[config.mk]
export PLATFORM = sky130hd
export DESIGN_NAME = pll_reset_sequencer_flat
export DESIGN_NICKNAME = d
export VERILOG_FILES = /design/src/rtl/pll_reset_sequencer_if.sv /design/src/rtl/pll_reset_sequencer.sv /design/src/flat_wrapper.sv
export SDC_FILE = /design/constraint.sdc
export NUM_CORES = 1
export LEC_CHECK = 0
export CAP_MARGIN = 20
export CORE_UTILIZATION = 25
export DETAILED_ROUTE_END_ITERATION = 8
export GPL_TIMING_DRIVEN = 0
export SYNTH_ARGS = -nofsm -noshare
export SYNTH_HDL_FRONTEND = slang
export SYNTH_SLANG_ARGS = --single-unit
[constraint.sdc]
create_clock -name clk -period 1.8 [get_ports clk]
set_input_delay 0.36 -clock clk [delete_from_list [all_inputs] [get_ports clk]]
set_output_delay 0.36 -clock clk [all_outputs]
set_load 0.03 [all_outputs]
[src/rtl/pll_reset_sequencer_if.sv]
// Control/status bundle between the PLL reset sequencer and the PLL plus the
// PLL-clocked logic it releases. The sequencer is the master.
interface pll_reset_sequencer_if #(
  parameter int unsigned RW = 2
);
  logic          pll_locked;
  logic          pll_rst;
  logic          sys_reset;
  logic          ready;
  logic          fail;
  logic          lock_loss;
  logic [RW-1:0] retry_count;

  modport master (
    input  pll_locked,
    output pll_rst, sys_reset, ready, fail, lock_loss, retry_count
  );

  modport slave (
    output pll_locked,
    input  pll_rst, sys_reset, ready, fail, lock_loss, retry_count
  );
endinterface

[src/rtl/pll_reset_sequencer.sv]
// PLL reset sequencer: pulses the PLL reset, waits for lock (with retries on
// timeout), requires lock to be stable before releasing the system reset, and
// re-sequences the PLL when lock is lost. Runs on the board reference clock.
module pll_reset_sequencer #(
  parameter int unsigned RST_PULSE_CYCLES    = 16,
  parameter int unsigned LOCK_TIMEOUT_CYCLES = 100000,
  parameter int unsigned LOCK_STABLE_CYCLES  = 1024,
  parameter int unsigned MAX_RETRIES         = 3
) (
  input  logic                  clk,
  input  logic                  reset,
  pll_reset_sequencer_if.master bus
);

  localparam int unsigned RW_RAW = $clog2(MAX_RETRIES + 1);
  localparam int unsigned RW     = (RW_RAW < 1) ? 1 : RW_RAW;

  localparam int unsigned MAX_A   = (RST_PULSE_CYCLES > LOCK_TIMEOUT_CYCLES) ?
                                    RST_PULSE_CYCLES : LOCK_TIMEOUT_CYCLES;
  localparam int unsigned CNT_MAX = (MAX_A > LOCK_STABLE_CYCLES) ? MAX_A : LOCK_STABLE_CYCLES;
  localparam int unsigned CW      = $clog2(CNT_MAX + 1);

  localparam logic [CW-1:0] RST_LAST     = CW'(RST_PULSE_CYCLES - 1);
  localparam logic [CW-1:0] TIMEOUT_LAST = CW'(LOCK_TIMEOUT_CYCLES - 1);
  localparam logic [CW-1:0] STABLE_LAST  = CW'(LOCK_STABLE_CYCLES - 1);
  localparam logic [RW-1:0] RETRY_LIMIT  = RW'(MAX_RETRIES);

  typedef enum logic [2:0] {
    PLLRST    = 3'd0,
    WAIT_LOCK = 3'd1,
    STABLE    = 3'd2,
    RUN       = 3'd3,
    FAIL      = 3'd4
  } state_t;

  state_t        state;
  logic [CW-1:0] cnt;
  logic          lock_m;
  logic          lock_s;

  // Two-flop synchronizer for the asynchronous PLL lock indication.
  always_ff @(posedge clk or posedge reset) begin
    if (reset) begin
      lock_m <= 1'b0;
      lock_s <= 1'b0;
    end else begin
      lock_m <= bus.pll_locked;
      lock_s <= lock_m;
    end
  end

  // Sequencing FSM; every output is a flop loaded on the transition edge.
  always_ff @(posedge clk or posedge reset) begin
    if (reset) begin
      state           <= PLLRST;
      cnt             <= '0;
      bus.pll_rst     <= 1'b1;
      bus.sys_reset   <= 1'b1;
      bus.ready       <= 1'b0;
      bus.fail        <= 1'b0;
      bus.lock_loss   <= 1'b0;
      bus.retry_count <= '0;
    end else begin
      bus.lock_loss <= 1'b0;
      case (state)
        PLLRST: begin
          if (cnt == RST_LAST) begin
            state       <= WAIT_LOCK;
            cnt         <= '0;
            bus.pll_rst <= 1'b0;
          end else if (cnt != '1) begin
            cnt <= cnt + 1'b1;
          end
        end
        WAIT_LOCK: begin
          // Lock has priority over a timeout landing on the same cycle.
          if (lock_s) begin
            state <= STABLE;
            cnt   <= '0;
          end else if (cnt == TIMEOUT_LAST) begin
            cnt <= '0;
            if (bus.retry_count == RETRY_LIMIT) begin
              state    <= FAIL;
              bus.fail <= 1'b1;
            end else begin
              state           <= PLLRST;
              bus.pll_rst     <= 1'b1;
              bus.retry_count <= bus.retry_count + 1'b1;
            end
          end else if (cnt != '1) begin
            cnt <= cnt + 1'b1;
          end
        end
        STABLE: begin
          // A lock glitch restarts the full timeout without costing a retry.
          if (!lock_s) begin
            state <= WAIT_LOCK;
            cnt   <= '0;
          end else if (cnt == STABLE_LAST) begin
            state           <= RUN;
            cnt             <= '0;
            bus.sys_reset   <= 1'b0;
            bus.ready       <= 1'b1;
            bus.retry_count <= '0;
          end else if (cnt != '1) begin
            cnt <= cnt + 1'b1;
          end
        end
        RUN: begin
          if (!lock_s) begin
            state           <= PLLRST;
            cnt             <= '0;
            bus.pll_rst     <= 1'b1;
            bus.sys_reset   <= 1'b1;
            bus.ready       <= 1'b0;
            bus.lock_loss   <= 1'b1;
            bus.retry_count <= '0;
          end
        end
        FAIL: begin
          bus.pll_rst   <= 1'b0;
          bus.sys_reset <= 1'b1;
          bus.ready     <= 1'b0;
          bus.fail      <= 1'b1;
        end
        default: begin
          state         <= PLLRST;
          cnt           <= '0;
          bus.pll_rst   <= 1'b1;
          bus.sys_reset <= 1'b1;
          bus.ready     <= 1'b0;
          bus.fail      <= 1'b0;
        end
      endcase
    end
  end

endmodule

[src/flat_wrapper.sv]
// flat-port wrapper written by rule: the top's interface ports become plain ports
module pll_reset_sequencer_flat 
#(
  parameter int unsigned RST_PULSE_CYCLES    = 16,
  parameter int unsigned LOCK_TIMEOUT_CYCLES = 100000,
  parameter int unsigned LOCK_STABLE_CYCLES  = 1024,
  parameter int unsigned MAX_RETRIES         = 3
)
  (clk, reset, bus_pll_locked, bus_pll_rst, bus_sys_reset, bus_ready, bus_fail, bus_lock_loss, bus_retry_count);
  pll_reset_sequencer_if #(.RW((2))) bus_i ();
  input  logic clk;
  input  logic reset;
  input wire logic [$bits(bus_i.pll_locked)-1:0] bus_pll_locked;
  output wire logic [$bits(bus_i.pll_rst)-1:0] bus_pll_rst;
  output wire logic [$bits(bus_i.sys_reset)-1:0] bus_sys_reset;
  output wire logic [$bits(bus_i.ready)-1:0] bus_ready;
  output wire logic [$bits(bus_i.fail)-1:0] bus_fail;
  output wire logic [$bits(bus_i.lock_loss)-1:0] bus_lock_loss;
  output wire logic [$bits(bus_i.retry_count)-1:0] bus_retry_count;
  assign bus_i.pll_locked = bus_pll_locked;
  assign bus_pll_rst = bus_i.pll_rst;
  assign bus_sys_reset = bus_i.sys_reset;
  assign bus_ready = bus_i.ready;
  assign bus_fail = bus_i.fail;
  assign bus_lock_loss = bus_i.lock_loss;
  assign bus_retry_count = bus_i.retry_count;
  pll_reset_sequencer #(.RST_PULSE_CYCLES(RST_PULSE_CYCLES), .LOCK_TIMEOUT_CYCLES(LOCK_TIMEOUT_CYCLES), .LOCK_STABLE_CYCLES(LOCK_STABLE_CYCLES), .MAX_RETRIES(MAX_RETRIES)) u_core (.clk(clk), .reset(reset), .bus(bus_i));
endmodule
# ---- Yosys cells after proc, flatten, opt, wreduce, memory -nomap -nowiden
# Index checks and enable logic that the tools add are counted.
dict set report op_classes {
  add_sub_neg 2
  n_eq_ne 19
  mux 42
  bitwise_logic 4
  reduce_logical 10
}
# op n
set op_table {}
lappend op_table {{$mux 17} 7}
lappend op_table {{$pmux 17 s5} 1}
lappend op_table {{$mux 3} 7}
lappend op_table {{$add 17x1->17 const B} 1}
lappend op_table {{$eq 17x10->1 const B} 1}
lappend op_table {{$eq 17x17->1 const B} 1}
lappend op_table {{$eq 17x4->1 const B} 1}
lappend op_table {{$ne 17x17->1 const B} 1}
lappend op_table {{$mux 1} 15}
lappend op_table {{$pmux 3 s5} 1}
lappend op_table {{$mux 2} 6}
lappend op_table {{$ne 2x1->1 const B} 5}
lappend op_table {{$pmux 1 s3} 3}
lappend op_table {{$reduce_and 4->1} 2}
lappend op_table {{$reduce_and 7->1} 1}
lappend op_table {{$eq 3x2->1 const B} 2}
lappend op_table {{$ne 2x2->1 const B} 3}
lappend op_table {{$pmux 2 s3} 1}
lappend op_table {{$reduce_and 6->1} 1}
lappend op_table {{$pmux 1 s5} 1}
lappend op_table {{$reduce_and 5->1} 1}
lappend op_table {{$not 1->1} 4}
lappend op_table {{$eq 3x1->1 const B} 1}
lappend op_table {{$eq 3x3->1 const B} 1}
lappend op_table {{other kinds (9)} 9}
dict set report word_totals {
  reg_bits 29
  input_bits 3
  out_inout_bits 7
  wordCells 87
}

# ---- Longest topological paths before layout
# Gate-level depths: netlist of run 1.
dict set report logic_depth {
  word_depth 5
  depth_mapped 7
  depth_no_buf 6
}

# ---- Worst setup path after synthesis of run 1
# Ideal clock, no wire load.
dict set report synth_path {
  path_kind {register to register}
  startpoint {register u_core.cnt[11]}
  endpoint {register u_core.cnt[11]}
  setup_time_ns 0.119
  arrival_time_ns 1.852
  required_time_ns 1.681
  setup_slack_ns -0.171
  path_stages_with_launch 7
  path_buffers 1
  period_less_slack_ns 1.971
  cell_sequence {dfrtp_1 -> nor4_4 -> and3_4 -> a31oi_4 -> a2111oi_4 -> buf_6 -> nor2_1}
}
dict set report synth_between {
  elab_chain_cells 5
  word_cells_on_any_way 12
  cone_classes {add/sub: 1; eq/ne: 4; mux: 7}
}
# element line
set synth_rtl {}
lappend synth_rtl {{start: declaration} pll_reset_sequencer.sv:37} ;# logic [CW-1:0] cnt;
lappend synth_rtl {{start signal: assignment} pll_reset_sequencer.sv:72} ;# cnt <= cnt + 1'b1;
lappend synth_rtl {{start signal: assignment} pll_reset_sequencer.sv:91} ;# cnt <= cnt + 1'b1;
lappend synth_rtl {{start signal: assignment} pll_reset_sequencer.sv:106} ;# cnt <= cnt + 1'b1;
lappend synth_rtl {{$add 17x1->17 or $ne 17x17->1 (tied branches)} -}
lappend synth_rtl {{$mux 17} {pll_reset_sequencer.sv:71, pll_reset_sequencer.sv:90, pll_reset_sequencer.sv:105}}
lappend synth_rtl {{$mux 17 (on tied branches)} {pll_reset_sequencer.sv:99, pll_reset_sequencer.sv:80}}
lappend synth_rtl {{$mux 17 (on tied branches)} {pll_reset_sequencer.sv:96, pll_reset_sequencer.sv:77}}
lappend synth_rtl {{$pmux 17 s5 *} pll_reset_sequencer.sv:65} ;# case (state)
# Every way passes the cells marked *; elsewhere a longest branch is shown, timed or not.
# A chain may end at the register's enable or synchronous reset.

# ---- Worst setup path after layout of run 1
dict set report layout_path {
  startpoint {register u_core.cnt[13]}
  endpoint {register u_core.cnt[2]}
}
dict set report layout_between {
  elab_chain_cells 5
  word_cells_on_any_way 11
  cone_classes {eq/ne: 4; mux: 7}
}
# element line
set layout_rtl {}
lappend layout_rtl {{$ne 17x17->1} {pll_reset_sequencer.sv:71, pll_reset_sequencer.sv:90, pll_reset_sequencer.sv:105}}
lappend layout_rtl {{$mux 17} -}
lappend layout_rtl {{$mux 17 (on tied branches)} {pll_reset_sequencer.sv:99, pll_reset_sequencer.sv:80}}
lappend layout_rtl {{$mux 17 (on tied branches)} {pll_reset_sequencer.sv:96, pll_reset_sequencer.sv:77}}
lappend layout_rtl {{$pmux 17 s5 *} pll_reset_sequencer.sv:65}
# Marked as above.

==> results of run 1 <==
per-stage QoR:
step                      area [sq um]   util
after global routing              2280  0.359
after CTS                         2120  0.334
after floorplan                   1660      -
after detailed placement          1870  0.295
after global placement            1850  0.291
final                             2280  0.359
power by group through the flow:
stage	Sequential [mW]	Clock, mW	Combinational (mW)
2_1_floorplan	0.808	0	0.384
3_3_place_gp	0.790	0	0.531
3_5_place_dp	0.793	0	0.540
4_1_cts	0.772	0.540	0.646
5_1_grt	0.795	0.566	0.754
6_report	0.783	0.533	0.684
placed cells by master, fill, tap and decap left out, types with 4 or more instances in the layout:
cell type and instances:
nor2_2 5, a21oi_1 4, nor2_1 15, nand3_1 7, nand2_1 10, buf_4 20, xnor2_1 14, nand4_1 8
nand2b_1 5, dfrtp_1 24, clkdlybuf4s50_1 7, clkbuf_8 5, inv_1 6
cell type report:
| cell class | instances | area [sq um] |
|---|---|---|
| Fill cell | 627 | 4070 |
| Multi-Input combinational cell | 126 | 1010 |
| Sequential cell | 29 | 732 |
| Timing Repair Buffer | 30 | 265 |
| Tap cell | 77 | 96.3 |
| Clock buffer | 6 | 72.6 |
| Buffer | 10 | 65.1 |
| Inverter | 6 | 22.5 |
| Clock inverter | 2 | 10.0 |
final timing paths:
path,start,end,slack (ns),cells after the start
max,u_core.cnt[13],u_core.cnt[2],-0.17,6
min,u_core.lock_m,u_core.lock_s,0.35,0
max reg2reg,u_core.cnt[13],u_core.cnt[2],-0.17,6
min reg2reg,u_core.lock_m,u_core.lock_s,0.35,0
max in group asynchronous,reset,u_core.cnt[11],0.84,3
min in group asynchronous,reset,u_core.bus.ready,0.44,2
kinds of logic (layout without fill, tap and decap cells):
| family | after synthesis | count (layout) | share of synthesized area |
|---|---|---|---|
| xor gates and xnor gates | 14 | 14 | 0.0743 |
| AOI/OAI and AO/OA | 28 | 28 | 0.142 |
| buffers and inverters | 16 | 54 | 0.0425 |
| muxes | 3 | 3 | 0.0182 |
| and+or+nand+nor | 79 | 79 | 0.267 |
| adders and majority gates | 2 | 2 | 0.0152 |
| DFF | 29 | 29 | 0.441 |
timing repair:
action / in CTS / in global routing
gates resized for setup: 22 / 28
buffers inserted: 15 / 5
endpoints found under the setup margin: 26 / 24
pin swaps: 10 / 7
metal layers:
metal / vias up / share of wire / track usage
met5: - / 0 / 0
met4: 0 / 0.018 / 0.0392
met3: 10 / 0.038 / 0.0308
met2: 24 / 0.50 / 0.215
met1: 711 / 0.44 / 0.160
li1: 702 / - / -
==> results.ini, run 1 <==
[status]
outcome = finished with violations
violations = negative setup slack

[timing]
fin_crit_sh = 1.09
finalWorstSetupSlack_ns = -0.169
setup_viol = 17
worst_slew_pin_slew_ns = 0.618
min_period_ns = 1.97
fmax_mhz = 508
rsz0062_at_grt = true
holdWs_ns = 0.352
tns_ns = -2.34
skew_ns = 0.0102
slew_viol_final = 0
final_hold_viol_count = 0
slew_headroom = 0.588

[yosys]
yosysTopAreaCellShare = 0.409
seq_area_frac_synth = 0.441
synth_edf_count = 0
ys_types = 42
yosys.area.top_type = dfrtp_1
async_reset_ff_frac = 1.00
syn_nets = 176
syn_avg_cell_area_sq_um = 9.65
ys.flop_type = dfrtp_1
synthTopCellsByCount = dfrtp_1 (27), nor2_1 (21), xnor2_1 (14)
synthCells = 171
synth_area_sq_mm = 0.00165
yosys_register_bits = 29
yosysWarningCount = 0
synth_area_leaders = dfrtp_1 (41%), xnor2_1 (7.4%), nor2_1 (4.8%)
post-synth-top-count-cell = dfrtp_1

[pwr]
p_int_mw = 1.30
vdd_drop_max_mv = 0.571
p_per_area_mw_per_mm2 = 878
leakage_nw = 0.856
p_comb_frac = 0.342
total_power_mw = 2.00
switching_power_uw = 695
p_clk_frac = 0.266
seq_power_share = 0.392
p_sw_frac = 0.348

[worst_setup_path]
critPathMostFrequentCell = buf_4
cp-start-kind = register
crit_path_max_incr_delay_ns = 0.49
crit_type = register to register
worstPathCellList = nor4_4 > buf_4 > nand4_1 > a2111oi_4 > buf_4 > a311oi_2
cp.required_ns = 1.95
cp_max_fo = 4
cp.buffers_inverters = 2
end_kind = register
cpMaxStageDelayCell = a2111oi_4
critical_path_arrival_ns = 2.12
cp_top_family = compound AO/OA/AOI/OAI gates

[clocking]
clk_latency_ns = 0.29
numCtsBuffers = 5
htreeDepth = 2
cts_buffer_depth = 2
hold_buffers = 0
cts_root_buffer = clkbuf_8
clock_sinks = 29
path_clk_slew_ns = 0.07
tritoncts = built

[floorplan]
die-area_sq_mm = 0.00693
dieHeight_microns = 83.3
core_area_sq_mm = 0.00635
io_pins = 10
initial_core_util = 0.260
die_w_microns = 83.3
rows = 29

[grt]
antenna_found_initial = 0
grt_pass1_vias = 1454
grt_max_degree = 17
grt_pass1_wl_mm = 7.09
grt_util_all_layers = 0.127
grt_remaining_overflow = 0

[detailed_routing]
via_per_inst = 5.06
vias = 1447
drtPass1Iterations = 4
wl_mm = 4.19
wire_per_inst_microns = 14.6
drtAntennaViolNets = 0
drt_iter0_markers = 64
drcViolationCount = 0

[finish]
largest_reg_flops = 17
top_regs = u_core.cnt: 17 flops, u_core.state: 3 flops, u_core.bus.retry_count: 2 flops
stdcell_count = 286
diodes = 0
final_net_count = 213
drive_gt1_frac = 0.368
syn_to_final_growth_pct = 38.1
largest-register = u_core.cnt

[placed_design]
dp_slack_ns = -0.384
dp_cells = 258
dpl.hpwl_mm = 2.58
gp_congestion = 0.756
port_buffers = 9

[job]
drv_cap = 0

[min_path]
hold_path.class = register to register

No activity file was read; power rests on OpenSTA's default activity.
==> run 2: changes to the inputs <==
Settings changed: RECOVER_POWER set to 100.
==> run 2 against run 1 <==
Effect of this change:
- the flow still finishes with violations (negative setup slack)
- non-clock buffer count is the same
- clock-buffer cell count unchanged
- largest cell class unchanged
- sequential cell count is the same
- critical path type unchanged
==> results.ini, run 2 (same netlist as run 1, synthesis figures left out) <==
[pwr]
leakage_nw = 0.853
p_comb_frac = 0.338
switching_power_uw = 687
p_per_area_mw_per_mm2 = 880
seq_power_share = 0.395
p_int_mw = 1.30
vdd_drop_max_mv = 0.557
total_power_mw = 1.98
p_sw_frac = 0.346
p_clk_frac = 0.267

[grt]
grt_max_degree = 17
grt_remaining_overflow = 0
grt_pass1_wl_mm = 7.09
grt_pass1_vias = 1454
grt_util_all_layers = 0.127
antenna_found_initial = 0

[status]
outcome = finished with violations
violations = negative setup slack

[worst_setup_path]
worstReg2RegStart = u_core.cnt[13]
crit_type = register to register
critPathMostFrequentCell = buf_4
crit_start = u_core.cnt[13]
end_kind = register
critical_path_arrival_ns = 2.12
cpMaxStageDelayCell = a2111oi_4
worstPathCellList = nor4_4 > buf_4 > nand4_1 > a2111oi_4 > buf_4 > a311oi_2
crit_path_max_incr_delay_ns = 0.49
cp_top_family = compound AO/OA/AOI/OAI gates
cp-start-kind = register
cp.buffers_inverters = 2
cp.required_ns = 1.95
cp_max_fo = 4

[timing]
holdWs_ns = 0.351
finalWorstSetupSlack_ns = -0.167
min_period_ns = 1.97
skew_ns = 0.00864
final_hold_viol_count = 0
fmax_mhz = 508
fin_crit_sh = 1.09
setup_viol = 17
worst_slew_pin_slew_ns = 0.519
slew_viol_final = 0
rsz0062_at_grt = true
slew_headroom = 0.653

[min_path]
hp-start = u_core.lock_m
hold_path.class = register to register

[placed_design]
dpl.hpwl_mm = 2.58
gp_congestion = 0.756
placed_area_sq_mm = 0.00187
port_buffers = 9

[clocking]
htreeDepth = 2
cts_buffer_depth = 2
clk_latency_ns = 0.29
cts_root_buffer = clkbuf_8
clock_sinks = 29
numCtsBuffers = 5
tritoncts = built
path_clk_slew_ns = 0.07

[finish]
diodes = 0
largest-register = u_core.cnt
layout_commonest_cell = dfrtp_1
utilization = 0.355
drive_gt1_frac = 0.359
syn_to_final_growth_pct = 36.5
final_net_count = 213
layout_common_cells = dfrtp_1 (24), buf_4 (20), nor2_1 (15)
fillers = 631
final_area_sq_mm = 0.00225
top_regs = u_core.cnt: 17 flops, u_core.state: 3 flops, u_core.bus.retry_count: 2 flops
largest_reg_flops = 17

[detailed_routing]
drt_iter0_markers = 72
drtAntennaViolNets = 0
drtPass1Iterations = 4
vias = 1441
wl_mm = 4.16
wire_per_inst_microns = 14.6
via_per_inst = 5.04
drcViolationCount = 0

[floorplan]
die_w_microns = 83.3
initial_core_util = 0.260
dieHeight_microns = 83.3
core_area_sq_mm = 0.00635
io_pins = 10
rows = 29
die-area_sq_mm = 0.00693

[job]
drv_cap = 0

-- run 2: per-layer routing --
layer	wire length, microns	part of all wire	GRT usage	vias to the layer above
li1	-	-	-	700
met1	1810	0.44	0.160	703
met2	2080	0.50	0.215	28
met3	194	0.047	0.0308	10
met4	70	0.017	0.0392	0
met5	0	0	0	-
-- run 2: worst paths after layout --
path / endpoint / slack [ns] / cells past startpoint
max: u_core.cnt[2] / -0.17 / 6
min: u_core.lock_s / 0.35 / 0
max reg2reg: u_core.cnt[2] / -0.17 / 6
max in group asynchronous: u_core.cnt[11] / 0.41 / 3
min in group asynchronous: u_core.bus.ready / 0.54 / 2
min reg2reg: u_core.lock_s / 0.35 / 0
-- run 2: layout make-up --
cell class / count / area, sq um / share of cell area
Tap cell: 77 / 96.3 / 0.0428
Multi-Input combinational cell: 126 / 1010 / 0.449
Inverter: 6 / 22.5 / 0.0100
Timing Repair Buffer: 30 / 243 / 0.108
Sequential cell: 29 / 732 / 0.325
Clock buffer: 6 / 72.6 / 0.0322
Clock inverter: 2 / 10.0 / 0.00444
Buffer: 10 / 65.1 / 0.0289
-- run 2: per-stage QoR --
step | worst slack (ns) | TNS, ns | cells
after CTS | -0.144 | -1.99 | 281
after global routing | -0.260 | -4.27 | 286
final | -0.167 | -2.33 | 286
after floorplan | -0.0447 | -0.446 | 171
after global placement | -0.338 | -5.31 | 257
after detailed placement | -0.384 | -6.25 | 258
-- run 2: worst reg2reg max path, delay by kind of cell, from the launching register on --
family	cells	cell delay [ns]
buffers and inverters	2	0.38
and+or+nand+nor	2	0.49
AOI/OAI and AO/OA	2	0.53
DFF	1	0.44
-- run 2: power groups by stage --
stage                     logic, mW  registers [mW]  clock network [mW]
after global routing          0.740           0.794               0.566
after detailed placement      0.540           0.793                   0
final                         0.670           0.783               0.529
after global placement        0.531           0.790                   0
after floorplan               0.384           0.808                   0
after CTS                     0.646           0.772               0.540
-- run 2: what timing repair did --
action	in CTS	in global routing
pin swaps	10	7
gates resized for setup	22	28
buffers inserted	15	5
hold buffers	0	0
setup endpoints to repair	26	24
